[config.mk]
export PLATFORM = sky130hd
export DESIGN_NAME = keyvalue_cam
export DESIGN_NICKNAME = d
export VERILOG_FILES = /design/src/rtl/keyvalue_cam.sv
export SDC_FILE = /design/constraint.sdc
export NUM_CORES = 1
export LEC_CHECK = 0
export BUFFER_PORTS_ARGS = -buffer_cell sky130_fd_sc_hd__buf_2
export CAP_MARGIN = 20
export CORE_AREA = 10 10 201 203
export CTS_CLUSTER_SIZE = 14
export DETAILED_ROUTE_END_ITERATION = 8
export DIE_AREA = 0 0 211 213
export PLACE_DENSITY = 0.72
export SYNTH_ARGS = -nofsm -noshare
export SYNTH_HDL_FRONTEND = slang
export SYNTH_SLANG_ARGS = --single-unit
[constraint.sdc]
create_clock -name sys_clk -period 4.9 [get_ports sys_clk]
set_input_delay 0.245 -clock sys_clk [delete_from_list [all_inputs] [get_ports sys_clk]]
set_output_delay 0.245 -clock sys_clk [all_outputs]
set_load 0.01 [all_outputs]
[src/rtl/keyvalue_cam.sv]
// keyvalue_cam: key/value CAM with lookup, reverse lookup, insert and delete over a bus handshake
module keyvalue_cam #(
  parameter int KEY_W = 16,
  parameter int VAL_W = 16,
  parameter int DEPTH = 8,
  localparam int IDX_W = $clog2(DEPTH)
) (
  input  logic             sys_clk,
  input  logic             sys_rst_n,
  input  logic             CYC_i,
  input  logic             STB_i,
  input  logic [1:0]       OP_i,
  input  logic [KEY_W-1:0] KEY_i,
  input  logic [VAL_W-1:0] VAL_i,
  output logic             ACK_o,
  output logic             STALL_o,
  output logic             HIT_o,
  output logic             DUP_o,
  output logic             ERR_o,
  output logic [KEY_W-1:0] KEY_o,
  output logic [VAL_W-1:0] VAL_o,
  output logic [IDX_W-1:0] IDX_o,
  output logic [IDX_W:0]   COUNT_o,
  output logic             FULL_o
);
  localparam int CW = IDX_W + 1;
  localparam logic [1:0] OP_LOOKUP = 2'b00, OP_RLOOKUP = 2'b01, OP_INSERT = 2'b10, OP_DELETE = 2'b11;
  typedef enum logic [1:0] {IDLE, SEARCH, EXEC} state_t;
  state_t state;
  logic [DEPTH-1:0] valid;
  logic [KEY_W-1:0] keys [DEPTH];
  logic [VAL_W-1:0] vals [DEPTH];
  logic [1:0]       op_q;
  logic [KEY_W-1:0] key_q;
  logic [VAL_W-1:0] val_q;
  logic [IDX_W-1:0] m_idx, f_idx, s_idx, s_free;
  logic [1:0]       m_cnt, s_cnt;
  logic             f_found, hit_i, s_hit;
  assign FULL_o = COUNT_o == CW'(DEPTH);
  assign s_hit = s_cnt != 2'd0;
  // parallel compare: lowest match, saturating match count, lowest free slot
  always_comb begin
    m_idx = '0;
    m_cnt = '0;
    f_idx = '0;
    f_found = 1'b0;
    hit_i = 1'b0;
    for (int i = 0; i < DEPTH; i++) begin
      hit_i = valid[i] && (op_q == OP_RLOOKUP ? vals[i] == val_q : keys[i] == key_q);
      m_idx = (hit_i && m_cnt == 2'd0) ? IDX_W'(i) : m_idx;
      m_cnt = (hit_i && m_cnt != 2'd2) ? m_cnt + 2'd1 : m_cnt;
      f_idx = (!valid[i] && !f_found) ? IDX_W'(i) : f_idx;
      f_found = f_found || !valid[i];
    end
  end
  // request FSM, storage updates and registered results; ACK follows EXEC by one cycle
  always_ff @(posedge sys_clk) begin
    if (!sys_rst_n) begin
      state <= IDLE;
      valid <= '0;
      for (int i = 0; i < DEPTH; i++) begin
        keys[i] <= '0;
        vals[i] <= '0;
      end
      op_q <= '0;
      key_q <= '0;
      val_q <= '0;
      s_idx <= '0;
      s_cnt <= '0;
      s_free <= '0;
      ACK_o <= 1'b0;
      STALL_o <= 1'b0;
      HIT_o <= 1'b0;
      DUP_o <= 1'b0;
      ERR_o <= 1'b0;
      KEY_o <= '0;
      VAL_o <= '0;
      IDX_o <= '0;
      COUNT_o <= '0;
    end else begin
      ACK_o <= 1'b0;
      case (state)
        IDLE: if (CYC_i && STB_i && !ACK_o) begin
          op_q <= OP_i;
          key_q <= KEY_i;
          val_q <= VAL_i;
          state <= SEARCH;
          STALL_o <= 1'b1;
        end
        SEARCH: begin
          s_idx <= m_idx;
          s_cnt <= m_cnt;
          s_free <= f_idx;
          state <= CYC_i ? EXEC : IDLE;
          STALL_o <= CYC_i;
        end
        EXEC: begin
          state <= IDLE;
          STALL_o <= 1'b0;
          if (CYC_i) begin
            ACK_o <= 1'b1;
            HIT_o <= s_hit;
            DUP_o <= (op_q == OP_INSERT && s_hit) || (op_q == OP_RLOOKUP && s_cnt == 2'd2);
            ERR_o <= op_q == OP_INSERT && !s_hit && FULL_o;
            KEY_o <= op_q == OP_RLOOKUP ? (s_hit ? keys[s_idx] : '0) : key_q;
            VAL_o <= op_q == OP_INSERT ? val_q : op_q == OP_RLOOKUP ? (s_hit ? val_q : '0) : (s_hit ? vals[s_idx] : '0);
            IDX_o <= s_hit ? s_idx : (op_q == OP_INSERT && !FULL_o) ? s_free : '0;
            if (op_q == OP_INSERT && s_hit) vals[s_idx] <= val_q;
            if (op_q == OP_INSERT && !s_hit && !FULL_o) begin
              valid[s_free] <= 1'b1;
              keys[s_free] <= key_q;
              vals[s_free] <= val_q;
              COUNT_o <= COUNT_o + CW'(1);
            end
            if (op_q == OP_DELETE && s_hit) begin
              valid[s_idx] <= 1'b0;
              COUNT_o <= COUNT_o - CW'(1);
            end
          end
        end
        default: begin
          state <= IDLE;
          STALL_o <= 1'b0;
        end
      endcase
    end
  end
endmodule

### Word-level counts from Yosys, hierarchy flattened

Memories as Yosys holds them, arrays and structs flattened. A register that Yosys moved wholly into a read port is not among the register bits.
Index checks and enable logic that the tools add are counted.

| word-level totals | value |
|---|---|
| bits in registers | 96 |
| bits in latches | 0 |
| memory bits (writable) | 256 |
| memory bits (read-only) | 0 |
| bits of input ports | 38 |
| output and inout bits | 45 |
| word-level logic and storage cells | 226 |
| memories | 2 |

Memories:

| name | depth | width | rd ports | clocked after Yosys merged registers in | write ports | line | RTL |
|---|---|---|---|---|---|---|---|
| keys | 8 | 16 | 9 | 1 | 8 | 31 | `logic [KEY_W-1:0] keys [DEPTH];` |
| vals | 8 | 16 | 9 | 1 | 8 | 32 | `logic [VAL_W-1:0] vals [DEPTH];` |

| cells by class | value |
|---|---|
| $add $sub $neg | 9 |
| $mul | 0 |
| divide/modulo/power cells | 0 |
| order comparisons | 4 |
| equal/unequal tests | 31 |
| shift-type cells | 0 |
| muxes and demuxes | 79 |
| bitwise gates (word level) | 3 |
| reductions and logical operators | 81 |

Operators by type and width:

| kind | number |
|---|---|
| $eq A16 B16 Y1 | 16 |
| $mux W16 | 9 |
| $mux W3 | 17 |
| $reduce_or A16 Y1 | 3 |
| $logic_and A1 B1 Y1 | 40 |
| $mux W8 | 5 |
| $mux W1 | 29 |
| $mux W2 | 13 |
| $logic_not A1 Y1 | 17 |
| $logic_not A2 Y1 | 8 |
| $ne A2 B2 Y1 const B | 7 |
| $add A2 B1 Y2 const B | 6 |
| $and A8 B8 Y8 | 1 |
| $eq A2 B2 Y1 const B | 4 |
| $lt A3 B4 Y1 const B | 2 |
| $mux W4 | 2 |
| $not A8 Y8 | 1 |
| $or A8 B8 Y8 | 1 |
| $logic_or A1 B1 Y1 | 7 |
| $demux W1 S3 | 2 |
| $ge A3 B1 Y1 const B | 2 |
| $reduce_and A2 Y1 | 3 |
| $add A4 B1 Y4 const B | 1 |
| $eq A2 B1 Y1 const B | 2 |
| other kinds (8) | 9 |

### Logic depth before layout (Yosys ltp)

Gate-level depths: netlist (run 1).

| logic depth | value |
|---|---|
| word-level depth | 27 |
| depth in mapped cells | 23 |
| mapped depth without buffers | 21 |

### Least setup slack after synthesis (run 1)

OpenSTA, ideal clock, no wires.

| path | value |
|---|---|
| path type | register to register |
| start point | register op_q[1] |
| end point | register s_cnt[1] |
| library setup time | 120 ps |
| arrival time | 4272 ps |
| data required time | 4780 ps |
| slack | 508 ps |
| cell stages (with the launch flop) | 23 |
| buffers on the path | 3 |
| period minus slack after synthesis | 4392 ps |
| cells stage by stage | dfxtp_1 > nand2b_1 > clkbuf_1 > buf_1 > nor3_1 > o21ai_0 > inv_1 > ha_1 > nand2b_1 > nand4b_1 > o32a_1 > buf_6 > and3_4 > a211o_1 > and3_4 > a2111oi_4 > nor2_1 > ha_1 > or2_2 > inv_1 > a211o_1 > mux2_2 > a21boi_1 |

| between the ends | value |
|---|---|
| longest elaborated chain between the ends | 25 |
| elaborated cells on any way between the ends | 46 |
| those cells by class | add/sub (7); eq/ne (8); mux (16); reduce/logical (15) |

Ends and longest elaborated chain:

| element | line | RTL |
|---|---|---|
| start, declared | 33 | `logic [1:0] op_q;` |
| start signal, assigned | 84 | `op_q <= OP_i;` |
| $eq A2 B1 Y1 * | 49 | `hit_i = valid[i] && (op_q == OP_RLOOKUP ? vals[i] == val_q : keys[i] == key_q);` |
| parallel branches: the longest is 23 deep, another holds $add A2 B1 Y2 | - |  |
| $mux W2 * | 51 | `m_cnt = (hit_i && m_cnt != 2'd2) ? m_cnt + 2'd1 : m_cnt;` |
| end signal, assigned | 92 | `s_cnt <= m_cnt;` |
| end, declared | 37 | `logic [1:0] m_cnt, s_cnt;` |

Mark *: on every way between the ends.
A chain may end at the register's enable or synchronous reset.

==> results by group, run 1 <==
Run status
  • Status: finished clean

Yosys
  • Number of library cell types mapped by synthesis: between 60 and 70
  • Most common cell in the synthesized netlist: edfxtp_1
  • Synthesized cell area: between 0.015 and 0.02 mm²
  • Main synth FF type: edfxtp_1
  • Yosys top cell by area: edfxtp_1
  • Register area share after synthesis: 0.491
  • Yosys reg bits: 355
  • Synth top area share: 0.390
  • Cells after Synth: 1749
  • Top cells by count, synth: edfxtp_1 (256), and2_1 (183), xor2_1 (156)
  • Dominant cells by area after synthesis: edfxtp_1 (39%), dfxtp_1 (10%), mux4_2 (7.3%), xor2_1 (6.9%), and2_1 (5.8%)
  • Synthesized area per cell: 11.3 µm²
  • Net count after synthesis: between 1500 and 2000
  • Ys async rst share: 0
  • Syn. warnings: 0
  • Number of synthesized flops with an enable pin: around 260

Routing
  • Drt pass-1 iters: 5
  • Vias: about 15000
  • Routed WL per cell: ~27 µm
  • Residual DRC count: 0
  • Via/cell ratio: 6.31
  • Wirelength, routed: 61100 µm
  • DR iter-0 viols: slightly below 2000
  • Post-route antenna net violation count: 0

Finish
  • Area Growth Syn to Fin: 12.3%
  • Share of post-route cells with drive strength above 1: 0.183
  • Area taken by multi-input logic gates: 0.00940 mm²
  • Sequential cell area: between 0.009 and 0.01 mm²
  • ANT cells: 0
  • Final net count: 1851
  • Final core occ: 0.610
  • Fillers: 2957

STA
  • Setup TNS: 0 ns
  • Final period util: 0.927
  • Hold Violations, Final: 0
  • Relative slew slack: 0.253
  • Layout Skew: 0.0113 ns
  • Final setup viols: 0
  • Max-slew violations: 0
  • Unrepaired setup endpoints after global routing: no
  • Min Tclk post-route: approximately 4.5 ns
  • Actual slew at the worst max-slew pin: 1.12 ns
  • FMAX: ~220 MHz

Setup path
  • Critical Path RT: 5.35 ns
  • Critical Path Start Type: flop
  • Crit path max fanout: 7
  • CP arrival: ~5 ns
  • Endpoint class of the critical path: flop
  • Worst Setup Path Type: reg2reg

Clocking
  • Clock-pin slew on the worst setup and hold paths: ~0.060 ns
  • H-tree level count: 2
  • Clock root buffer: clkbuf_16
  • Total CTS buffers: 39
  • Maximum clock path buffer count: 3
  • Worst skew pair latency: approximately 0.54 ns
  • Clock Sinks: between 300 and 400
  • CTS tree: built
  • Post-CTS Setup Inserts: 0

Floorplanning
  • Starting Density: 0.543
  • Die area: approximately 0.045 mm²
  • Placeable Area: approximately 0.036 mm²
  • Die Wd: about 210 µm
  • Die height: roughly 210 µm
  • Row Count: 70
  • Io pins: 83

Pwr
  • Worst VDD drop: 0.195 mV
  • Reg power frac: 0.476
  • P_leak: between 8 and 9 nW
  • Psw: 0.00173 W
  • Sw Ratio: 0.241
  • Comb power frac: 0.094
  • Power share of the clock group: 0.430
  • Internal: 0.00546 W
  • Power per cell area: approximately 320 mW/mm²

Global route
  • Largest net degree at the start of global routing: 151
  • Total global routing overflow: 0
  • First-pass GRT wire length: 90600 µm
  • GRT Total Usage: 0.270
  • Vias in the first global route: between 10000 and 15000
  • Antenna violations before repair: 4

Place
  • IO Port Bufs: roughly 80
  • HPWL after DPL: between 40000 and 50000 µm
  • RD Place Congestion: about 0.97

Job
  • Max-Cap Viols: 0

Worst hold path
  • Hold Path Class: in2reg
## layout by cell type (no fill, tap or decap), drive strengths merged, types with 31 or more instances in the layout
| master | synthesis | final |
|---|---|---|
| edfxtp | 256 | 256 |
| and2 | 183 | 183 |
| buf | 47 | 160 |
| xor2 | 156 | 156 |
| xnor2 | 105 | 105 |
| nand2 | 105 | 105 |
| dfxtp | 99 | 99 |
| and3 | 86 | 86 |
| nor2 | 73 | 73 |
| mux4 | 64 | 64 |
| clkbuf | 105 | 55 |
| nand4 | 42 | 42 |
| nor3 | 41 | 41 |
| a21boi | 38 | 38 |
| nand3 | 35 | 35 |
| a21oi | 32 | 32 |
| nor4 | 31 | 31 |
## critical path: stages, from the launching register on
cell and delay (ns):
edfxtp_1 0.40, xor2_1 0.18, nor4_1 0.39, nand4_1 0.22
nor3_2 0.20, o21ai_1 0.18, inv_1 0.11, ha_1 0.14
nand2b_1 0.20, nand4b_1 0.17, o32a_2 0.25, nor3_1 0.09
o2111a_1 0.26, a211o_1 0.31, a2111oi_4 0.31, nor2_1 0.11
ha_1 0.18, or2_2 0.33, inv_1 0.08, nand3_1 0.07
o311ai_1 0.25
## final cells by class
cell class / instances / area share
Timing Repair Buffer: 165 / 0.0480
Inverter: 15 / 0.00254
Clock buffer: 55 / 0.0529
Sequential cell: 355 / 0.437
Clock inverter: 15 / 0.00797
Multi-Input combinational cell: 1227 / 0.425
Tap cell: 468 / 0.0265
## kinds of logic after synthesis
group | after synthesis | synth area share
adders and majority gates | 10 | 0.00673
DFF | 355 | 0.491
xor gates and xnor gates | 261 | 0.116
and+or+nand+nor | 675 | 0.191
buffers and inverters | 167 | 0.0355
muxes | 100 | 0.0925
AOI/OAI and AO/OA | 181 | 0.0676
## power by group through the flow
stage / Combinational (W) / Clock (W) / Sequential (W)
finish: 0.000677 / 0.00309 / 0.00342
global route: 0.000717 / 0.00321 / 0.00343
CTS: 0.000667 / 0.00311 / 0.00342
detailed placement: 0.000658 / 0 / 0.00348
global placement: 0.000654 / 0 / 0.00347
floorplan: 0.000461 / 0 / 0.00342
## flip-flops by register name, summed over array words and instances (netlist names), 4 cells and up, named ones only
name and cells:
COUNT_o 4, KEY_o 16, VAL_o 16, key_q 16, keys 128, val_q 16
valid 8, vals 128
## stage by stage
step | cell area [µm²] | power, W | cells | hold slack (ns) | setup WS [ns]
final | 22100 | 0.00719 | 2300 | 0.0331 | 0.358
after CTS | 22100 | 0.00719 | 2300 | 0.0200 | 0.108
after global placement | 20700 | 0.00413 | 2225 | 0.452 | 0.257
after floorplan | 19700 | 0.00388 | 1749 | 0.387 | 0.508
after global routing | 22100 | 0.00736 | 2300 | 0.0340 | 0.0199
after detailed placement | 20700 | 0.00414 | 2225 | 0.459 | 0.125
## final timing paths
path / depth (start not counted) / from / end / slack, ns
min: 3 / KEY_i[3] / key_q[3]$_SDFFE_PN0P_ / 0.03
max: 20 / keys[0][12]$_SDFFCE_PN0P_ / s_cnt[0]$_SDFFE_PN0P_ / 0.36
min reg2reg: 2 / ERR_o$_SDFFE_PN0P_ / ERR_o$_SDFFE_PN0P_ / 0.47
max reg2reg: 20 / keys[0][12]$_SDFFCE_PN0P_ / s_cnt[0]$_SDFFE_PN0P_ / 0.36
## layer usage
| metal | up-vias | global-route usage | routed length (µm) |
|---|---|---|---|
| met5 | - | 0 | 13 |
| li1 | 6392 | - | - |
| met4 | 2 | 0.0837 | 1750 |
| met1 | 7175 | 0.386 | 25400 |
| met2 | 836 | 0.392 | 26400 |
| met3 | 104 | 0.0702 | 7500 |
## repair_timing
item,in CTS,in global routing
gates resized for setup,0,9
hold buffers,5,0
setup endpoints to repair,0,8
hold endpoints to repair,5,0
No activity file was read; power rests on OpenSTA's default activity.
==> inputs of run 2 (changes only) <==
- BUFFER_PORTS_ARGS: -buffer_cell sky130_fd_sc_hd__buf_2 -> unset
- DONT_BUFFER_PORTS: unset -> 1
- PLACE_DENSITY: 0.72 -> 0.7
==> run 2 against run 1 <==
  * Global-route usage grew 0.33 points
  * Combinational power is essentially flat
  * Register-to-register slack gained 0.02 ns
  * Clock power shrank 3%
  * Highest routed layer is now met4
  * Count of clock-buffer cells in the layout grew 3
  * First-iteration DRC count shrank 6.3%
==> results by group, run 2 (same netlist as run 1, synthesis figures left out) <==
Setup path
  • Critical Path RT: 5.38 ns (+0.03 ns)
  • Worst Setup Path Type: reg2reg
  • Crit path max fanout: 10 (+3)
  • CP arrival: 5.01 ns (+0.02 ns)
  • CP startpoint: key_q[6]$_SDFFE_PN0P_
  • Slowest Stage Delay on Critical Path: 0.47 ns (+0.07 ns)
  • Worst path slowest cell: o32a_2
  • CP top delay family: compound AO/OA/AOI/OAI gates
  • R2r startpoint: key_q[6]$_SDFFE_PN0P_
  • Critical Path Start Type: flop
  • Worst path cell trace: buf_4 -> xor2_1 -> nor3_1 -> nand4_1 -> nor3_4 -> o21ai_0 -> inv_1 -> ha_1 -> nand2b_1 -> buf_4 -> o32a_2 -> nand2_1 -> a2bb2o_4 -> a211oi_4 -> nand2_1 -> xnor2_1 -> ha_1 -> or2_2 -> inv_1 -> a211o_1 -> mux2_2 -> a21boi_1
  • Endpoint class of the critical path: flop
  • CP bufs+invs: 4 (+2)

Clocking
  • Clock Sinks: 355 (unchanged)
  • Clock-pin slew on the worst setup and hold paths: 0.06 ns (about the same)
  • H-tree level count: 2 (unchanged)
  • Clock root buffer: clkbuf_16
  • Worst skew pair latency: 0.55 ns (about the same)
  • Total CTS buffers: 38 (-2.6%)
  • CTS tree: built
  • Maximum clock path buffer count: 3 (unchanged)

Run status
  • Status: finished clean

Pwr
  • Sw Ratio: 0.243 (+0.00245)
  • P_leak: 8.32 nW (-3.1%)
  • Power share of the clock group: 0.422 (-0.008)
  • Reg power frac: 0.482 (+0.006)
  • Worst VDD drop: 0.198 mV (+1.9%)
  • Internal: 0.00537 W (-1.5%)
  • Psw: 0.00173 W (-0.18%)
  • Power per cell area: 322 mW/mm² (-0.87%)
  • Comb power frac: 0.095 (about the same)

Floorplanning
  • Starting Density: 0.543 (unchanged)
  • Die area: 0.0449 mm² (unchanged)
  • Die Wd: 211 µm (unchanged)
  • Row Count: 70 (unchanged)
  • Io pins: 83 (unchanged)
  • Die height: 213 µm (unchanged)
  • Placeable Area: 0.0363 mm² (unchanged)

Place
  • HPWL after DPL: 43200 µm (-1.1%)
  • DP Worst Slack: 0.0923 ns (-0.0324 ns)
  • IO Port Bufs: 0 (-100%)
  • RD Place Congestion: 0.978 (+0.35%)

STA
  • Hold Violations, Final: 0 (unchanged)
  • Final setup viols: 0 (unchanged)
  • Actual slew at the worst max-slew pin: 1.15 ns (+0.0321 ns)
  • Unrepaired setup endpoints after global routing: no
  • Layout Skew: 0.0189 ns (+0.00769 ns)
  • FMAX: 221 MHz (+0.42%)
  • Relative slew slack: 0.226 (-0.0272)
  • Setup ws final: 0.377 ns (+0.0189 ns)
  • Max-slew violations: 0 (unchanged)
  • Final period util: 0.923 (-0.00387)
  • Min Tclk post-route: 4.52 ns (-0.0189 ns)
  • Setup TNS: 0 ns (unchanged)

Global route
  • First-pass GRT wire length: 91800 µm (+1.3%)
  • GRT Total Usage: 0.273 (+0.00331)
  • Vias in the first global route: 14000 (-0.34%)
  • Largest net degree at the start of global routing: 175 (+16%)
  • Antenna violations before repair: 0 (-4)
  • Total global routing overflow: 0 (unchanged)

Finish
  • Commonest non-fill, non-tap cell in the layout: edfxtp_1
  • Share of post-route cells with drive strength above 1: 0.147 (-0.0363)
  • Most frequent cells in the layout: edfxtp_1 (256), and2_1 (183), xor2_1 (156), xnor2_1 (105), nand2_1 (105)
  • Area taken by multi-input logic gates: 0.00944 mm² (+0.47%)
  • Final net count: 1806 (-2.4%)
  • Sequential cell area: 0.00968 mm² (about the same)
  • Fillers: 2960 (+0.10%)
  • Top flop regs: keys (128), vals (128)
  • Area Growth Syn to Fin: 11.9%

Routing
  • Wirelength, routed: 61500 µm (+0.66%)
  • DR iter-0 viols: 1806 (-6.3%)
  • Drt pass-1 iters: 7 (+2)
  • Via/cell ratio: 6.40 (+1.5%)
  • Residual DRC count: 0 (unchanged)
  • Routed WL per cell: 27.3 µm (+2.6%)
  • Vias: 14400 (-0.44%)
  • Post-route antenna net violation count: 0 (unchanged)

Job
  • Max-Cap Viols: 0 (unchanged)

Worst hold path
  • Hold Startpoint: VAL_i[12]
  • Hold Path Class: in2reg
## run 2: what timing repair did
| item | 4_1_cts | 5_1_grt |
|---|---|---|
| hold buffers | 33 | 0 |
| resized for setup | 0 | 14 |
| endpoints found under the hold margin | 175 | 0 |
| setup endpoints to repair | 0 | 8 |
| buffers inserted | 0 | 1 |
## run 2: final timing paths
path | to | cells past startpoint | slack [ns]
worst max-delay path | s_cnt[1]$_SDFFE_PN0P_ | 22 | 0.38
worst min-delay path | val_q[12]$_SDFFE_PN0P_ | 2 | 0.04
worst max register to register | s_cnt[1]$_SDFFE_PN0P_ | 22 | 0.38
worst min register to register | ERR_o$_SDFFE_PN0P_ | 2 | 0.51
## run 2: power by group through the flow
| stage | Sequential, W | Combinational, W | Clock, W |
|---|---|---|---|
| after global placement | 0.00348 | 0.000608 | 0 |
| after floorplan | 0.00342 | 0.000461 | 0 |
| after CTS | 0.00342 | 0.000659 | 0.00302 |
| final | 0.00342 | 0.000678 | 0.00300 |
| after detailed placement | 0.00349 | 0.000610 | 0 |
| after global routing | 0.00343 | 0.000713 | 0.00314 |
## run 2: cell type report
cell class              count  share of cell area
flip-flops and latches    355               0.439
multi-input cells        1227               0.428
clock buffers              58              0.0507
repair buffers            121              0.0459
well taps                 468              0.0266
clock inverters            12             0.00743
inverters                  15             0.00255
diodes                      1            0.000113
## run 2: stage by stage
stage | cell area, µm² | hold WS, ns | utilization | total power [W] | std cells
after floorplan | 19700 | 0.387 | - | 0.00388 | 1749
after global placement | 20300 | 0.386 | 0.561 | 0.00409 | 2150
after detailed placement | 20300 | 0.385 | 0.561 | 0.00410 | 2150
after CTS | 22000 | 0.00148 | 0.605 | 0.00710 | 2253
after global routing | 22100 | 0.0113 | 0.608 | 0.00729 | 2256
final | 22100 | 0.0407 | 0.608 | 0.00710 | 2257
## run 2: per-layer routing
metal / wire length (µm) / global-route usage / vias to the layer above
li1: - / - / 6316
met1: 25300 / 0.387 / 7188
met2: 27100 / 0.399 / 825
met3: 7190 / 0.0686 / 116
met4: 1910 / 0.0912 / 0
met5: 0 / 0 / -
